===== src/rtl/video_pkg.sv =====
// Shared video definitions: renderer FSM state encoding and helpers that size
// pixel coordinates and linear frame-buffer addresses from the frame geometry.
package video_pkg;

  typedef enum logic [1:0] {
    IDLE  = 2'd0,
    SETUP = 2'd1,
    FILL  = 2'd2,
    DONE  = 2'd3
  } fill_state_t;

  function automatic int x_width(input int hor_active_pixels);
    return $clog2(hor_active_pixels);
  endfunction

  function automatic int y_width(input int ver_active_pixels);
    return $clog2(ver_active_pixels);
  endfunction

  function automatic int pixel_addr_width(input int hor_active_pixels,
                                          input int ver_active_pixels);
    return $clog2(hor_active_pixels * ver_active_pixels);
  endfunction

endpackage


===== src/rtl/rect_filler.sv =====
// Fills a clipped axis-aligned rectangle into the frame buffer write port,
// one pixel per enabled cycle in raster order, using incremental addressing.
module rect_filler
  import video_pkg::*;
#(
  parameter int HOR_ACTIVE_PIXELS = 640,
  parameter int VER_ACTIVE_PIXELS = 480,
  localparam int X_WIDTH = x_width(HOR_ACTIVE_PIXELS),
  localparam int Y_WIDTH = y_width(VER_ACTIVE_PIXELS),
  localparam int PIXEL_ADDR_WIDTH = pixel_addr_width(HOR_ACTIVE_PIXELS, VER_ACTIVE_PIXELS)
) (
  input  logic                        clk,
  input  logic                        rst_n,
  input  logic                        ce,
  input  logic                        cmd_valid,
  output logic                        cmd_ready,
  input  logic [X_WIDTH-1:0]          cmd_x,
  input  logic [Y_WIDTH-1:0]          cmd_y,
  input  logic [X_WIDTH:0]            cmd_w,
  input  logic [Y_WIDTH:0]            cmd_h,
  input  logic                        cmd_color,
  output logic                        wr_en,
  output logic [PIXEL_ADDR_WIDTH-1:0] wr_addr,
  output logic                        wr_data,
  output logic                        busy,
  output logic                        done
);

  fill_state_t                 state;
  logic [X_WIDTH-1:0]          x_start;
  logic [Y_WIDTH-1:0]          y_start;
  logic [X_WIDTH:0]            w_r;
  logic [Y_WIDTH:0]            h_r;
  logic                        color_r;
  logic [X_WIDTH:0]            x_end;
  logic [Y_WIDTH:0]            y_end;
  logic [X_WIDTH-1:0]          col;
  logic [Y_WIDTH-1:0]          row;
  logic [PIXEL_ADDR_WIDTH-1:0] addr;
  logic [PIXEL_ADDR_WIDTH-1:0] row_addr;

  logic [X_WIDTH+1:0]          x_sum;
  logic [Y_WIDTH+1:0]          y_sum;
  logic [X_WIDTH:0]            x_clip;
  logic [Y_WIDTH:0]            y_clip;
  logic                        is_empty;
  logic                        last_col;
  logic                        last_row;
  logic [PIXEL_ADDR_WIDTH-1:0] start_addr;

  // Sums are one bit wider than their operands so a large width never wraps
  // back inside the frame before clipping.
  always_comb begin
    x_sum = (X_WIDTH+2)'(x_start) + (X_WIDTH+2)'(w_r);
    y_sum = (Y_WIDTH+2)'(y_start) + (Y_WIDTH+2)'(h_r);
    x_clip = (x_sum > (X_WIDTH+2)'(HOR_ACTIVE_PIXELS)) ?
             (X_WIDTH+1)'(HOR_ACTIVE_PIXELS) : x_sum[X_WIDTH:0];
    y_clip = (y_sum > (Y_WIDTH+2)'(VER_ACTIVE_PIXELS)) ?
             (Y_WIDTH+1)'(VER_ACTIVE_PIXELS) : y_sum[Y_WIDTH:0];
    is_empty = (w_r == '0) || (h_r == '0) ||
               ((X_WIDTH+1)'(x_start) >= (X_WIDTH+1)'(HOR_ACTIVE_PIXELS)) ||
               ((Y_WIDTH+1)'(y_start) >= (Y_WIDTH+1)'(VER_ACTIVE_PIXELS));
    start_addr = PIXEL_ADDR_WIDTH'(y_start) * PIXEL_ADDR_WIDTH'(HOR_ACTIVE_PIXELS) +
                 PIXEL_ADDR_WIDTH'(x_start);
    last_col = ((X_WIDTH+1)'(col) + (X_WIDTH+1)'(1)) == x_end;
    last_row = ((Y_WIDTH+1)'(row) + (Y_WIDTH+1)'(1)) == y_end;
  end

  always_ff @(posedge clk or negedge rst_n) begin
    if (!rst_n) begin
      state    <= IDLE;
      x_start  <= '0;
      y_start  <= '0;
      w_r      <= '0;
      h_r      <= '0;
      color_r  <= 1'b0;
      x_end    <= '0;
      y_end    <= '0;
      col      <= '0;
      row      <= '0;
      addr     <= '0;
      row_addr <= '0;
    end else if (ce) begin
      case (state)
        IDLE: begin
          if (cmd_valid) begin
            x_start <= cmd_x;
            y_start <= cmd_y;
            w_r     <= cmd_w;
            h_r     <= cmd_h;
            color_r <= cmd_color;
            state   <= SETUP;
          end
        end
        // The only multiply: the first pixel's address; FILL steps from here.
        SETUP: begin
          x_end    <= x_clip;
          y_end    <= y_clip;
          col      <= x_start;
          row      <= y_start;
          addr     <= start_addr;
          row_addr <= start_addr;
          state    <= is_empty ? DONE : FILL;
        end
        FILL: begin
          if (last_col) begin
            if (last_row) begin
              state <= DONE;
            end else begin
              row      <= row + Y_WIDTH'(1);
              col      <= x_start;
              row_addr <= row_addr + PIXEL_ADDR_WIDTH'(HOR_ACTIVE_PIXELS);
              addr     <= row_addr + PIXEL_ADDR_WIDTH'(HOR_ACTIVE_PIXELS);
            end
          end else begin
            col  <= col + X_WIDTH'(1);
            addr <= addr + PIXEL_ADDR_WIDTH'(1);
          end
        end
        DONE:    state <= IDLE;
        default: state <= IDLE;
      endcase
    end
  end

  assign cmd_ready = (state == IDLE);
  assign busy      = (state != IDLE);
  assign wr_en     = ce && (state == FILL);
  assign wr_data   = (state == FILL) && color_r;
  assign wr_addr   = addr;
  assign done      = ce && (state == DONE);

endmodule


===== config.mk =====
export PLATFORM = sky130hd
export DESIGN_NAME = rect_filler
export DESIGN_NICKNAME = d
export VERILOG_FILES = /design/src/rtl/video_pkg.sv /design/src/rtl/rect_filler.sv
export SDC_FILE = /design/constraint.sdc
export NUM_CORES = 1
export LEC_CHECK = 0
export ABC_CLOCK_PERIOD_IN_PS = 8100
export BUFFER_PORTS_ARGS = -buffer_cell sky130_fd_sc_hd__buf_4
export CORE_MARGIN = 5
export CORE_UTILIZATION = 60
export DETAILED_ROUTE_END_ITERATION = 10
export PLACE_DENSITY = 0.91
export SYNTH_ARGS = -nofsm -noshare
export SYNTH_HDL_FRONTEND = slang
export SYNTH_SLANG_ARGS = --single-unit

===== constraint.sdc =====
create_clock -name clk -period 8.1 [get_ports clk]
set_input_delay 1.215 -clock clk [delete_from_list [all_inputs] [get_ports clk]]
set_output_delay 1.215 -clock clk [all_outputs]
set_load 0.05 [all_outputs]

==> metrics.txt <==
Setup CP Type reg2reg; worst skew pair latency 420 ps; Crit path arrival time 4000 ps; total track usage 28.06%; largest cells by area after synthesis dfrtp_1 (36%), ha_1 (6.6%), mux2_2 (5.9%), xnor2_1 (3.8%), nand2_1 (3.7%); reg2reg end col[6]; crit start category flop; WHS Endpoint row_addr[6]; DRT Pass-1 Iters 6; crit path max fanout 9; antenna violations before repair 0; r2r setup slk 4410 ps; Port-buffer cells 68; Routed WL 22.65 mm; slowest CP cell nor4_2; grt ovf 0; Hold Buf Count CTS 0; share of layout cells above drive strength 1 17.29%; Yosys top cell by area dfrtp_1; clk slew on worst S/H paths 60 ps; n_diodes 0; grt met2 use 44.42%; TritonCTS sink count 121; Setup Buffers After CTS 0; H-tree levels 4; row cnt 43; Slew Viols, Final 0; Mapped Nets 1,034; TritonCTS clock tree built; first-pass GRT wire length 37.66 mm; Final nets 1,076; R2R cell count 9; hold path depth 2; Cell Area, Synth 8522 um^2; Least-Margin Pin Slew 1090 ps; crit path launch col[0]; Antenna Nets Post-Route 0; Synth Warn # 0; final clock skew 6.335 ps; MaxCap Viol Count 0; Async SR Flop Fraction 100.0%; DRC Markers 0; CP cell instances ha_1 -> nand4_4 -> nor2_4 -> a31oi_1 -> o221a_4 -> nor4_2 -> nor2_1 -> and4b_1 -> a221o_1; largest net degree at the start of global routing 66; post_cts resized 0; fin crit period 3691 ps; slowest stage delay, CP 950 ps; Post-synth EDFFs 0; Yosys top cell area share 35.53%; Yosys reg bits 121; Distinct cells, synth 82; WP data required 8400 ps; met1 usage 37.84%; WL/cell 19.28 um; met3 Usage GRT 5.688%; core area 13,880 um^2; die span in x 129.2 um; CTS Root Cell clkbuf_16; relative slew slack 26.74%; WP buf/inv 0; GR peak layer met2; Mean Syn Cell Area 9.066 um^2; CP top delay family simple AND/OR/NAND/NOR gates; outcome finished clean; Setup Viol. Count Final 0; initial core utilization 61.39%; fmax 270.9 MHz; die area 16,690 um^2; worst hold path class reg2reg; RSZ-0062 raised after global routing no; Via Count 7,764; P&R area growth vs syn 13.89%; Initial DRC Count 846; Num CTS Buffers 17; via/cell ratio 6.608; io pins 69; Critical R2R Launch col[0]; hold path start row_addr[6]; post-synthesis sequential area ratio 35.53%; final period utilization 45.57%; total negative slack 0 ps; Clock Path Buffers 2; endpoints failing hold 0; routability cong. 0.9501; post-synthesis cell count 940; crit end category flop; post-DP HPWL 15.38 mm; vias in the first global route 7,568; Primary FF master, synth dfrtp_1; Die Span Y 129.2 um
sequential cells by signal, indices dropped and copies added, names as in the netlist:
register	cells
row_addr	19
color_r	1
h_r	10
row	9
state	2
x_end	11
y_end	10
x_start	10
col	10
wr_addr	19
y_start	9
w_r	11
metal layers:
metal / vias to the layer above / routed length [um]
li1: 3566 / -
met3: 68 / 1877
met1: 3736 / 9472
met2: 394 / 10630
met4: 0 / 675
met5: - / 0
worst reg2reg max path: stages, from the launching register on:
cell     delay, ps
dfrtp_1        500
ha_1           420
nand4_4        180
nor2_4         170
a31oi_1        110
o221a_4        310
nor4_2         950
nor2_1         370
and4b_1        320
a221o_1        260
synthesized netlist by cell type, types with 12 or more instances:
cell	instances
mux2i_1	14
a211oi_1	13
ha_1	45
a31oi_1	22
o21ai_0	56
xnor2_1	37
nor3_1	19
dfrtp_1	121
mux2_2	45
nor2_1	76
nand3_1	37
nand2_1	85
a21oi_1	56
buf_2	18
nand4_1	16
a21o_1	13
xor2_1	27
a22o_1	12
inv_1	24
clkbuf_1	23
cell usage in the layout, fill, tap and decap left out, drive strengths merged, types with 14 or more instances in the layout:
| cell type | netlist | routed |
|---|---|---|
| mux2 | 45 | 45 |
| dfrtp | 121 | 121 |
| inv | 24 | 26 |
| nor2 | 77 | 77 |
| xnor2 | 37 | 37 |
| nor3 | 20 | 20 |
| nand3 | 38 | 38 |
| buf | 27 | 74 |
| a21oi | 57 | 57 |
| mux2i | 14 | 14 |
| o21ai | 61 | 61 |
| nand4 | 17 | 17 |
| clkbuf | 24 | 18 |
| ha | 45 | 45 |
| a31oi | 22 | 22 |
| xor2 | 27 | 27 |
| nand2 | 86 | 86 |
worst max-delay path by stage:
stage / endpoint / cells past startpoint
3_3_place_gp: col[6] / 9
4_1_cts: col[6] / 9
5_1_grt: col[6] / 9
3_5_place_dp: col[6] / 9
6_report: col[6] / 9
2_1_floorplan: wr_data / 6
through the flow:
step | std cells | worst slack (ps) | hold slack (ps) | area [um^2] | utilization, %
final | 1175 | 4409 | 480.7 | 9706 | 69.92
after global routing | 1175 | 4138 | 504.9 | 9706 | 69.92
after CTS | 1175 | 4483 | 483.6 | 9706 | 69.92
after detailed placement | 1143 | 4509 | 471.3 | 9080 | 65.41
after global placement | 1143 | 4657 | 460.1 | 9080 | 65.41
after floorplan | 940 | 4870 | 449.2 | 8522 | -
logic make-up (layout without fill, tap and decap cells):
| group | Yosys count | in the layout | synth area share [%] |
|---|---|---|---|
| flops | 121 | 121 | 35.53 |
| xor+xnor | 64 | 64 | 6.578 |
| mux | 59 | 59 | 7.591 |
| fa+ha+maj | 49 | 49 | 7.547 |
| buf+inv | 76 | 131 | 3.979 |
| simple gates | 308 | 308 | 18.10 |
| compound gates | 263 | 263 | 20.67 |
layout make-up:
| type | count | area, um^2 |
|---|---|---|
| fill | 1056 | 4175 |
| multi-input combinational | 743 | 5177 |
| tap | 180 | 225.2 |
| clock inverter | 14 | 196.4 |
| inverter | 25 | 93.84 |
| clock buffer | 18 | 429.2 |
| timing repair buffer | 74 | 555.5 |
| sequential | 121 | 3028 |
Power is left out: the tool's default activity adds up to more than one toggle a clock period on the data nets, which glitch-free logic cannot reach.
